**src/rtl/lcd_saida_dados_if.sv**
```systemverilog
// Strobe/value input and LCD pin group for lcd_saida_dados.
// The master modport is the control-unit/bench side, slave is the LCD driver.
interface lcd_saida_dados_if;
    logic        out;
    logic [31:0] dados;
    logic        busy;
    logic [7:0]  LCD_DATA;
    logic        LCD_RS;
    logic        LCD_RW;
    logic        LCD_EN;

    modport master (
        output out, dados,
        input  busy, LCD_DATA, LCD_RS, LCD_RW, LCD_EN
    );

    modport slave (
        input  out, dados,
        output busy, LCD_DATA, LCD_RS, LCD_RW, LCD_EN
    );
endinterface

```
**src/rtl/lcd_saida_dados.sv**
```systemverilog
// HD44780-style LCD writer: power-up wait, init commands, then an 8-digit hex dump of the latest strobed word.
// busy is low only when idle with nothing pending; LCD_ECHO_LINE2_EN echoes the previous word on line 2.
module lcd_saida_dados #(
    parameter int POWERUP_CYCLES = 750000,
    parameter int EN_CYCLES      = 12,
    parameter int WAIT_CYCLES    = 2000,
    parameter int CLEAR_CYCLES   = 82000
) (
    input logic              clock,
    input logic              reset,
    lcd_saida_dados_if.slave bus
);
    typedef enum logic [2:0] {
        PWRUP, INIT, IDLE, WR_ADDR, WR_CHAR
`ifdef LCD_ECHO_LINE2_EN
        , WR_ADDR2, WR_CHAR2
`endif
    } state_t;

    typedef enum logic [1:0] {B_IDLE, B_SETUP, B_PULSE, B_WAIT} phase_t;

    state_t      state;
    phase_t      phase;
    logic [31:0] cnt;
    logic [2:0]  idx;
    logic        pend;
    logic [31:0] pend_val;
    logic [31:0] disp;
`ifdef LCD_ECHO_LINE2_EN
    logic [31:0] prev;
`endif
    logic [7:0]  data_q;
    logic        rs_q;
    logic        en_q;
    logic        clr_q;
    logic        byte_done;

    assign byte_done = (phase == B_WAIT) &&
                       (cnt == (clr_q ? 32'(CLEAR_CYCLES - 1) : 32'(WAIT_CYCLES - 1)));

    assign bus.LCD_DATA = data_q;
    assign bus.LCD_RS   = rs_q;
    assign bus.LCD_RW   = 1'b0;
    assign bus.LCD_EN   = en_q;
    assign bus.busy     = !((state == IDLE) && !pend);

    function automatic logic [7:0] hex_char(input logic [31:0] w, input logic [2:0] i);
        logic [2:0] k;
        logic [3:0] n;
        k = 3'd7 - i;
        n = w[{k, 2'b00} +: 4];
        return (n < 4'd10) ? (8'h30 + {4'h0, n}) : (8'h37 + {4'h0, n});
    endfunction

    function automatic logic [7:0] init_cmd(input logic [2:0] i);
        case (i)
            3'd0:    return 8'h38;
            3'd1:    return 8'h0C;
            3'd2:    return 8'h01;
            default: return 8'h06;
        endcase
    endfunction

    // Loads RS/DATA for the whole byte and kicks the SETUP->PULSE->WAIT engine.
    task automatic start_byte(input logic [7:0] d, input logic rs);
        data_q <= d;
        rs_q   <= rs;
        clr_q  <= !rs && (d == 8'h01);
        phase  <= B_SETUP;
        cnt    <= '0;
    endtask

    always_ff @(posedge clock) begin
        if (reset) begin
            state    <= PWRUP;
            phase    <= B_IDLE;
            cnt      <= '0;
            idx      <= '0;
            pend     <= 1'b0;
            pend_val <= '0;
            disp     <= '0;
`ifdef LCD_ECHO_LINE2_EN
            prev     <= '0;
`endif
            data_q   <= 8'h00;
            rs_q     <= 1'b0;
            en_q     <= 1'b0;
            clr_q    <= 1'b0;
        end else begin
            case (phase)
                B_SETUP: begin
                    phase <= B_PULSE;
                    en_q  <= 1'b1;
                    cnt   <= '0;
                end
                B_PULSE: begin
                    if (cnt == 32'(EN_CYCLES - 1)) begin
                        en_q  <= 1'b0;
                        phase <= B_WAIT;
                        cnt   <= '0;
                    end else begin
                        cnt <= cnt + 32'd1;
                    end
                end
                B_WAIT: begin
                    if (byte_done) phase <= B_IDLE;
                    else           cnt   <= cnt + 32'd1;
                end
                default: ;
            endcase

            // Next byte is issued on the same edge the previous WAIT ends.
            case (state)
                PWRUP: begin
                    if (cnt == 32'(POWERUP_CYCLES - 1)) begin
                        state <= INIT;
                        idx   <= '0;
                        start_byte(init_cmd(3'd0), 1'b0);
                    end else begin
                        cnt <= cnt + 32'd1;
                    end
                end
                INIT: begin
                    if (byte_done) begin
                        if (idx == 3'd3) begin
                            state <= IDLE;
                        end else begin
                            idx <= idx + 3'd1;
                            start_byte(init_cmd(idx + 3'd1), 1'b0);
                        end
                    end
                end
                IDLE: begin
                    if (pend) begin
                        disp <= pend_val;
                        pend <= 1'b0;
`ifdef LCD_ECHO_LINE2_EN
                        prev  <= disp;
                        state <= WR_ADDR2;
                        start_byte(8'hC0, 1'b0);
`else
                        state <= WR_ADDR;
                        start_byte(8'h80, 1'b0);
`endif
                    end
                end
`ifdef LCD_ECHO_LINE2_EN
                WR_ADDR2: begin
                    if (byte_done) begin
                        state <= WR_CHAR2;
                        idx   <= '0;
                        start_byte(hex_char(prev, 3'd0), 1'b1);
                    end
                end
                WR_CHAR2: begin
                    if (byte_done) begin
                        if (idx == 3'd7) begin
                            state <= WR_ADDR;
                            start_byte(8'h80, 1'b0);
                        end else begin
                            idx <= idx + 3'd1;
                            start_byte(hex_char(prev, idx + 3'd1), 1'b1);
                        end
                    end
                end
`endif
                WR_ADDR: begin
                    if (byte_done) begin
                        state <= WR_CHAR;
                        idx   <= '0;
                        start_byte(hex_char(disp, 3'd0), 1'b1);
                    end
                end
                WR_CHAR: begin
                    if (byte_done) begin
                        if (idx == 3'd7) begin
                            state <= IDLE;
                        end else begin
                            idx <= idx + 3'd1;
                            start_byte(hex_char(disp, idx + 3'd1), 1'b1);
                        end
                    end
                end
                default: state <= PWRUP;
            endcase

            // A strobe wins over the pending-clear above, so a same-cycle value stays pending.
            if (bus.out) begin
                pend_val <= bus.dados;
                pend     <= 1'b1;
            end
        end
    end
endmodule

```
**src/flat_wrapper.sv**
```systemverilog
// flat-port wrapper written by rule: the top's interface ports become plain ports
module lcd_saida_dados_flat 
#(
    parameter int POWERUP_CYCLES = 750000,
    parameter int EN_CYCLES      = 12,
    parameter int WAIT_CYCLES    = 2000,
    parameter int CLEAR_CYCLES   = 82000
)
  (clock, reset, bus_out, bus_dados, bus_busy, bus_LCD_DATA, bus_LCD_RS, bus_LCD_RW, bus_LCD_EN);
  lcd_saida_dados_if bus_i ();
  input logic clock;
  input logic reset;
  input wire logic [$bits(bus_i.out)-1:0] bus_out;
  input wire logic [$bits(bus_i.dados)-1:0] bus_dados;
  output wire logic [$bits(bus_i.busy)-1:0] bus_busy;
  output wire logic [$bits(bus_i.LCD_DATA)-1:0] bus_LCD_DATA;
  output wire logic [$bits(bus_i.LCD_RS)-1:0] bus_LCD_RS;
  output wire logic [$bits(bus_i.LCD_RW)-1:0] bus_LCD_RW;
  output wire logic [$bits(bus_i.LCD_EN)-1:0] bus_LCD_EN;
  assign bus_i.out = bus_out;
  assign bus_i.dados = bus_dados;
  assign bus_busy = bus_i.busy;
  assign bus_LCD_DATA = bus_i.LCD_DATA;
  assign bus_LCD_RS = bus_i.LCD_RS;
  assign bus_LCD_RW = bus_i.LCD_RW;
  assign bus_LCD_EN = bus_i.LCD_EN;
  lcd_saida_dados #(.POWERUP_CYCLES(POWERUP_CYCLES), .EN_CYCLES(EN_CYCLES), .WAIT_CYCLES(WAIT_CYCLES), .CLEAR_CYCLES(CLEAR_CYCLES)) u_core (.clock(clock), .reset(reset), .bus(bus_i));
endmodule
```
**config.mk**
```make
export PLATFORM = sky130hd
export DESIGN_NAME = lcd_saida_dados_flat
export DESIGN_NICKNAME = d
export VERILOG_FILES = /design/src/rtl/lcd_saida_dados_if.sv /design/src/rtl/lcd_saida_dados.sv /design/src/flat_wrapper.sv
export SDC_FILE = /design/constraint.sdc
export NUM_CORES = 1
export LEC_CHECK = 0
export BUFFER_PORTS_ARGS = -buffer_cell sky130_fd_sc_hd__buf_2
export CORE_ASPECT_RATIO = 1.2
export CORE_UTILIZATION = 29
export DETAILED_ROUTE_END_ITERATION = 10
export PLACE_DENSITY_LB_ADDON = 0.05
export SYNTH_ARGS = -nofsm -noshare
export SYNTH_HDL_FRONTEND = slang
export SYNTH_SLANG_ARGS = --single-unit
```
**constraint.sdc**
```tcl
create_clock -name clock -period 5.8 [get_ports clock]
set_clock_uncertainty 0.1 [all_clocks]
set_input_delay 0.29 -clock clock [delete_from_list [all_inputs] [get_ports clock]]
set_output_delay 0.29 -clock clock [all_outputs]
set_load 0.03 [all_outputs]
```
==> flow_summary.ini, run 1 <==
[power_and_ir_drop]
leakage_component_of_the_power_nw = 2.61
powerDensity_nw_per_um2 = 342
internal_power_mw = 1.68
switching_share = 0.295
vdd_ir_drop_max_v = 0.000202
p_sw_mw = 0.704
combinationalPowerShare = 0.157
seqPwrFrac = 0.371
power_mw = 2.39
p_clk_frac = 0.472

[timing]
finalSetupViolCount = 0
max_slew_margin = 0.209
finalCritPeriodShare = 0.620
worstMarginPinSlew_ns = 1.18
timing.final.max_slew_violations = 0
final.setup.tns_ns = 0
rsz0062_at_grt = no
whs_ns = 0.0128
fmax_ghz = 0.278
hold_viol_final = 0
final_period_minus_worst_setup_slack_ns = 3.59

[routing]
first_iter_violations = 262
postRouteWirelength_um = 16600
dr_total_vias = 5268
wl_per_cell_um = 16.0
drt_pass_1_iters = 5
antenna_left = 0
route.detailed.vias_per_inst = 5.07
number_of_remaining_drc_errors = 0

[flow_run]
cap_viol_max_count = 0

[cells_and_area]
final_cell_utilization_of_the_core = 0.356
commonest_non_fill_non_tap_cell_in_the_layout = dfxtp_1
fillCellCount = 2112
most-common-layout-cells = 116 x dfxtp_1, 115 x nand2_1, 81 x nor2_1
layout-drive-gt1-share = 0.132
final_nets = 810
final_area_um2 = 6980
flow.area_growth_from_synthesis_pct = 19.6
antenna_cells = 0

[setup_path]
worstPathMaxFanout = 23
timing.rr.start = u_core.cnt[0]
timing.critical_path.to_type = register
cp_slowest_cell = a31oi_2
cp_delay_by_family_top = compound AO/OA/AOI/OAI gates
critical_path.max_stage_delay_ns = 1.00
worstSetupPathType = reg -> reg
startpoint = u_core.cnt[0]
crit_chain = ha_1, nand4_1, nor4_1, nand4_4, a21o_1, a31oi_2, nor2_1, a221o_1
critical_path.n_buffers_inverters = 0
timing.critical_path.required_ns = 6.00
arrival_ns = 3.79
timing.critical_path.from_type = register

[hold_path]
hold_start = bus_dados[2]
hold_class = in -> reg

[clock_tree]
clk_root_buffer_cell = clkbuf_16
cts-resized-gates = 0
clk_transition_reported_paths_ns = 0.06
cts_sinks = 116
cts_hold_buf = 13
post_cts.repair.setup_buffers = 0
h-tree-depth = 4
worst_skew_pair.late_latency_ns = 0.41
clock_tree.buffer_depth = 2
tritoncts = done
numCtsBuffers = 17

[synthesis]
yosysWarningCount = 0
yosysTopAreaCell = dfxtp_1
netlist_area_um2 = 5840
synth-seq-area-share = 0.398
synth.avg_cell_area_um2 = 8.03
count_of_flip_flops_with_a_built_in_enable_after_synthesis = 0
postSynth.topFlopCell = dfxtp_1
synth_area_leaders = dfxtp_1 40%, nand2_1 7.4%, mux2i_1 6.0%
ys_types = 68
synthCells = 727
synthDominantCellAreaShare = 0.398
post_synthesis_register_bit_count = 116
async_reset_ff_frac = 0
synth.net_count = 771

[floorplan]
die_h_um = 157
standard_cell_core_area_um2 = 19600
ioPinCount = 47
fp.dieArea_um2 = 20700
floorplan.initialDensity = 0.298
chipWidth_um = 132
rows = 56

[placement]
io_buffers = 45
area_after_detailed_placement_um2 = 6220
place.detailed.hpwl_um = 11900
place_congestion = 0.865

[global_routing]
grt_util_all_layers = 0.171
via_count_of_the_first_global_routing_pass = 5139
grt_max_degree = 92
grt_total_ovfl = 0
grt_first_pass_wirelength_um = 27500
grt_antenna_before_repair = 0

[outcome]
status = completed
[sequential cells by signal, summed over array words and instances (netlist names)]
name                 cells
u_core.idx               3
u_core.cnt              32
u_core.clr_q             1
u_core.bus.LCD_DATA      8
u_core.state             3
u_core.pend              1
u_core.disp             32
u_core.phase             2
u_core.bus.LCD_RS        1
u_core.bus.LCD_EN        1
u_core.pend_val         32
[power by group through the flow]
stage | sequential [mW] | clock, mW | combinational (mW)
finish | 0.885 | 1.13 | 0.374
global route | 0.893 | 1.20 | 0.416
CTS | 0.887 | 1.16 | 0.379
detailed placement | 0.904 | 0 | 0.372
global placement | 0.903 | 0 | 0.371
floorplan | 0.912 | 0 | 0.252
[synth_stat cells (9+ instances only)]
master	count
inv_1	21
dfxtp_1	116
o21ai_0	33
ha_1	9
nor2_1	81
nand2_1	115
or3_1	20
a21oi_1	62
clkbuf_1	27
nand3_1	43
mux2i_1	35
nand4_1	11
nor2b_1	9
nor3_1	15
[area by class of cell]
cell class                      count  area, um^2  area share
Clock buffer                       17         425      0.0609
Clock inverter                     14         203      0.0290
Inverter                           22        82.6      0.0118
Multi-Input combinational cell    547        3240       0.464
Sequential cell                   116        2320       0.333
Tap cell                          261         327      0.0468
Timing Repair Buffer               62         385      0.0552
[worst paths after layout]
path	endpoint	slack, ns	cells past startpoint
worst max-delay path	u_core.cnt[31]	2.21	8
worst min-delay path	u_core.pend_val[2]	0.01	3
worst max register to register	u_core.cnt[31]	2.21	8
worst min register to register	u_core.disp[18]	0.35	2
[worst min-delay path, delay by kind of cell]
kind,cells,cell delay (ns)
buffers and inverters,1,0.08
and+or+nand+nor,1,0.07
muxes,1,0.06
[kinds of logic after synthesis]
logic type	after synthesis	synth area share
adders and majority gates	9	0.0193
DFF	116	0.398
and+or+nand+nor	335	0.270
xor gates and xnor gates	3	0.00450
other	1	0.000642
AOI/OAI and AO/OA	155	0.167
muxes	44	0.0928
buffers and inverters	64	0.0480
[per-layer routing]
metal | GRT usage | vias to the layer above | share of wire
li1 | - | 2678 | -
met1 | 0.197 | 2452 | 0.43
met2 | 0.311 | 113 | 0.52
met3 | 0.0329 | 25 | 0.030
met4 | 0.0664 | 0 | 0.019
met5 | 0 | - | 0
[stage by stage]
stage,instances,setup WS (ns)
CTS,1039,2.19
global route,1039,1.94
floorplan,727,2.80
global placement,995,2.33
finish,1039,2.21
detailed placement,995,2.22
Power figures use the tool's default switching activity.
==> run 2: changes to the inputs <==
==> constraint.sdc (replaced) <==
create_clock -name clock -period 3.62 [get_ports clock]
set_clock_uncertainty 0.1 [all_clocks]
set_input_delay 0.181 -clock clock [delete_from_list [all_inputs] [get_ports clock]]
set_output_delay 0.181 -clock clock [all_outputs]
set_load 0.03 [all_outputs]
==> run 2 against run 1 <==
Against the previous run:
- sequential power rose by 60%
- fmax is 13% higher
- non-clock buffer count is 25 higher
- cell area increased by 2.7%
- sequential share of layout area is 0.87 points lower
- clock power increased by 48%
- total power up 56%
- register-to-register slack worse by 1.8 ns
- critical endpoint is now u_core.bus.LCD_DATA[5]
==> flow_summary.ini, run 2 (synthesis gave the netlist of run 1 again) <==
[outcome]
status = completed

[clock_tree]
post_cts.repair.setup_buffers = 0
clk_transition_reported_paths_ns = 0.06
clk_root_buffer_cell = clkbuf_16
numCtsBuffers = 17
worst_skew_pair.late_latency_ns = 0.41
tritoncts = done
h-tree-depth = 4
clock_tree.buffer_depth = 2
cts_sinks = 116

[routing]
first_iter_violations = 279
drt_pass_1_iters = 5
wl_per_cell_um = 15.9
postRouteWirelength_um = 17000
number_of_remaining_drc_errors = 0
dr_total_vias = 5329
antenna_left = 0
route.detailed.vias_per_inst = 5.01

[setup_path]
timing.critical_path.required_ns = 3.84
timing.reg2reg.setup_slack_ns = 0.45
worstSetupPathType = reg -> reg
arrival_ns = 3.39
startpoint = u_core.idx[0]
worstPathMaxFanout = 9
timing.critical_path.from_type = register
timing.reg2reg.worst_path_depth = 9
worstSetupEndpoint = u_core.bus.LCD_DATA[5]
timing.rr.start = u_core.idx[0]
critical_path.reg2reg.endpoint = u_core.bus.LCD_DATA[5]
timing.critical_path.to_type = register

[cells_and_area]
final_nets = 835
antenna_cells = 0
layout-drive-gt1-share = 0.136
flow.area_growth_from_synthesis_pct = 22.8
final_area_um2 = 7170
commonest_non_fill_non_tap_cell_in_the_layout = dfxtp_1
most-common-layout-cells = 116 x dfxtp_1, 115 x nand2_1, 81 x nor2_1
biggestRegsByFlops = u_core.cnt: 32 flops, u_core.disp: 32 flops, u_core.pend_val: 32 flops

[hold_path]
hold_class = in -> reg
hold_start = reset

[placement]
place_congestion = 0.815
io_buffers = 45
detailedPlace.worstSlack_ns = 0.444
place.detailed.hpwl_um = 12200
area_after_detailed_placement_um2 = 6270

[timing]
finalSetupViolCount = 0
final.setup.tns_ns = 0
final_period_minus_worst_setup_slack_ns = 3.17
timing.final.max_slew_violations = 0
fmax_ghz = 0.315
finalCritPeriodShare = 0.877
max_slew_margin = 0.295
finalWorstSetupSlack_ns = 0.447
worstMarginPinSlew_ns = 1.05
rsz0062_at_grt = no
hold_viol_final = 0

[global_routing]
grt_antenna_before_repair = 0
via_count_of_the_first_global_routing_pass = 5128
grt_max_degree = 92
grt_first_pass_wirelength_um = 27500
grt_total_ovfl = 0
grt_util_all_layers = 0.171

[floorplan]
die_h_um = 157
standard_cell_core_area_um2 = 19600
floorplan.initialDensity = 0.298
ioPinCount = 47
chipWidth_um = 132
rows = 56
fp.dieArea_um2 = 20700

[flow_run]
cap_viol_max_count = 0

[power_and_ir_drop]
vdd_ir_drop_max_v = 0.000320
leakage_component_of_the_power_nw = 2.68
powerDensity_nw_per_um2 = 518
==> run 2: cell types whose count changed in the layout (fill, tap and decap cells not counted), sizes merged <==
cell and delta:
clkinvlp +4, bufinv -2, buf +6, clkinv -1
dlygate4sd3 +19, inv -1
==> run 2: cell type report <==
type / count / area (um^2)
sequential: 116 / 2320
multi-input combinational: 547 / 3240
clock inverter: 14 / 155
tap: 261 / 327
timing repair buffer: 87 / 621
clock buffer: 17 / 425
fill: 2090 / 12400
inverter: 22 / 82.6
==> run 2: critical path: stages (launching register included) <==
cell	delay, ns
dfxtp_1	0.49
inv_1	0.17
ha_1	0.58
mux4_2	0.57
mux2i_1	0.31
a21boi_0	0.24
nor2_1	0.17
a21oi_1	0.06
and2_1	0.18
a211oi_1	0.21
==> run 2: what timing repair did <==
action	CTS	global route
hold endpoints to repair	32	0
hold buffers	32	0
gates resized for setup	0	0
==> run 2: power by group <==
part,leakage (nW),internal [mW],switching (mW),total [mW]
clock,0.268,1.02,0.654,1.67
sequential,0.943,1.35,0.0713,1.42
combinational,1.47,0.215,0.408,0.623
==> run 2: worst min path at each step <==
| stage | slack, ns | endpoint | cells past startpoint |
|---|---|---|---|
| 4_1_cts | 0.15 | u_core.bus.LCD_EN | 4 |
| 6_report | 0.17 | u_core.bus.LCD_EN | 4 |
| 3_5_place_dp | 0.32 | u_core.pend_val[11] | 3 |
| 3_3_place_gp | 0.32 | u_core.pend_val[19] | 3 |
| 5_1_grt | 0.19 | u_core.bus.LCD_EN | 4 |
| 2_1_floorplan | 0.23 | u_core.pend_val[0] | 2 |
==> run 2: stage by stage <==
stage	power [mW]	util	cells	hold slack, ns
finish	3.71	0.365	1064	0.174
global route	3.91	0.365	1064	0.194
CTS	3.77	0.365	1064	0.154
detailed placement	2.06	0.320	1001	0.323
global placement	2.05	0.320	1001	0.316
floorplan	1.86	-	727	0.228
==> run 2: routing by layer <==
layer,part of all wire,vias to the layer above,GRT usage
met5,0,-,0
met4,0.021,0,0.0770
met3,0.029,24,0.0351
met2,0.53,89,0.317
met1,0.42,2498,0.188
li1,-,2718,-
==> run 3: changes to the inputs <==
--- a/config.mk
+++ b/config.mk
@@ -9,6 +9,8 @@
 export CORE_ASPECT_RATIO = 1.2
 export CORE_UTILIZATION = 29
 export DETAILED_ROUTE_END_ITERATION = 10
+export GPL_TIMING_DRIVEN = 0
+export HOLD_SLACK_MARGIN = 0.08
 export PLACE_DENSITY_LB_ADDON = 0.05
 export SYNTH_ARGS = -nofsm -noshare
 export SYNTH_HDL_FRONTEND = slang
==> constraint.sdc (replaced) <==
create_clock -name clock -period 3.6 [get_ports clock]
set_clock_uncertainty 0.1 [all_clocks]
set_input_delay 0.18 -clock clock [delete_from_list [all_inputs] [get_ports clock]]
set_output_delay 0.18 -clock clock [all_outputs]
set_load 0.03 [all_outputs]
==> run 3 against run 2 <==
Against the previous run:
- sequential power about the same
- first-iteration DRC count shrank 20%
- total power is 4.1% higher
- utilization grew 0.73 points
- cell count is 2.8% higher
- critical path type unchanged
- largest power group unchanged
==> flow_summary.ini, run 3 (synthesis gave the netlist of run 1 again) <==
[timing]
rsz0062_at_grt = no
worstMarginPinSlew_ns = 1.15
final_period_minus_worst_setup_slack_ns = 3.35
final.setup.tns_ns = 0
max_slew_margin = 0.228
fmax_ghz = 0.298
hold_viol_final = 0
finalCritPeriodShare = 0.932
finalSetupViolCount = 0
timing.final.max_slew_violations = 0

[setup_path]
timing.reg2reg.worst_path_depth = 9
arrival_ns = 3.58
worstPathMaxFanout = 9
timing.reg2reg.setup_slack_ns = 0.25
timing.critical_path.required_ns = 3.82
timing.critical_path.from_type = register
worstSetupEndpoint = u_core.bus.LCD_DATA[5]
critical_path.reg2reg.endpoint = u_core.bus.LCD_DATA[5]
startpoint = u_core.idx[0]
worstSetupPathType = reg -> reg
timing.rr.start = u_core.idx[0]
timing.critical_path.to_type = register

[routing]
dr_total_vias = 5503
antenna_left = 0
first_iter_violations = 224
drt_pass_1_iters = 7
number_of_remaining_drc_errors = 0
route.detailed.vias_per_inst = 5.03
postRouteWirelength_um = 18000
wl_per_cell_um = 16.4

[floorplan]
die_h_um = 157
chipWidth_um = 132
ioPinCount = 47
rows = 56
floorplan.initialDensity = 0.298
standard_cell_core_area_um2 = 19600
fp.dieArea_um2 = 20700

[placement]
number_of_cells_after_detailed_placement = 1032
place_congestion = 0.835
io_buffers = 44
area_after_detailed_placement_um2 = 6390
place.detailed.hpwl_um = 13500

[clock_tree]
clk_root_buffer_cell = clkbuf_16
tritoncts = done
clk_transition_reported_paths_ns = 0.06
h-tree-depth = 4
worst_skew_pair.late_latency_ns = 0.42
numCtsBuffers = 17
clock_tree.buffer_depth = 2
cts_sinks = 116

[cells_and_area]
layout.cells.non_filler = 1094
antenna_cells = 0
fillCellCount = 2094
final_cell_utilization_of_the_core = 0.373
seqCellArea_um2 = 2320
commonest_non_fill_non_tap_cell_in_the_layout = dfxtp_1
final_area_um2 = 7310
multi_input_comb_area_um2 = 3240
final_nets = 864
flow.area_growth_from_synthesis_pct = 25.2
layout-drive-gt1-share = 0.133
biggestRegsByFlops = u_core.cnt: 32 flops, u_core.disp: 32 flops, u_core.pend_val: 32 flops
most-common-layout-cells = 116 x dfxtp_1, 115 x nand2_1, 80 x nor2_1

[global_routing]
grt_first_pass_wirelength_um = 29400
grt_antenna_before_repair = 0
grt_total_ovfl = 0
grt_util_all_layers = 0.184
via_count_of_the_first_global_routing_pass = 5521
grt_max_degree = 17

[power_and_ir_drop]
vdd_ir_drop_max_v = 0.000341
power_mw = 3.87
leakage_component_of_the_power_nw = 2.73
powerDensity_nw_per_um2 = 529

[hold_path]
hold_class = in -> reg
hold_depth = 3

[outcome]
status = completed

[flow_run]
cap_viol_max_count = 0
==> run 3: cell types whose count changed in the layout (fill, tap and decap cells not counted), sizes merged <==
cell	previous run	this run
buf	55	59
clkbuf	17	43
clkinvlp	5	3
clkinv	5	7
inv	24	23
bufinv	2	3
==> run 3: final cells by class <==
cell class                      instances  share of cell area
Multi-Input combinational cell        547               0.443
Buffer                                 40              0.0262
Tap cell                              261              0.0446
Timing Repair Buffer                   76              0.0739
Inverter                               22              0.0113
Clock buffer                           18              0.0587
Clock inverter                         14              0.0245
Sequential cell                       116               0.317
==> run 3: layer usage <==
metal  wire length, um  track usage
met5                 0            0
met1              7370        0.196
met2              9810        0.359
met4               288       0.0609
met3               514       0.0351
==> run 3: worst max-delay path, cell delays in order (launching register included) <==
cell      delay (ns)
dfxtp_1         0.52
inv_1           0.20
ha_2            0.54
mux4_2          0.55
mux2i_1         0.40
a21boi_0        0.28
nor2_1          0.18
a21oi_1         0.07
and2_1          0.18
a211oi_1        0.23
==> run 3: worst min path at each step <==
stage | start | end
after detailed placement | bus_dados[16] | u_core.pend_val[16]
after CTS | bus_out | u_core.pend_val[31]
final | bus_out | u_core.pend_val[31]
after global placement | bus_dados[20] | u_core.pend_val[20]
after global routing | bus_out | u_core.pend_val[31]
after floorplan | bus_dados[0] | u_core.pend_val[0]
==> run 3: where the power goes <==
part           switching [mW]  total, mW  internal [mW]
clock                   0.671       1.77           1.10
sequential             0.0551       1.41           1.36
combinational           0.458      0.689          0.230
==> run 3: per-stage QoR <==
stage               hold slack, ns  setup WS (ns)
detailed placement           0.321        -0.0930
floorplan                    0.227          0.600
global route                 0.169         0.0267
CTS                          0.126          0.100
finish                       0.120          0.245
global placement             0.314        -0.0441
==> run 3: timing repair <==
action | in CTS | in global routing
hold buffers | 32 | 0
hold endpoints to repair | 32 | 0
buffers inserted | 0 | 0
endpoints found under the setup margin | 3 | 14
resized for setup | 0 | 4
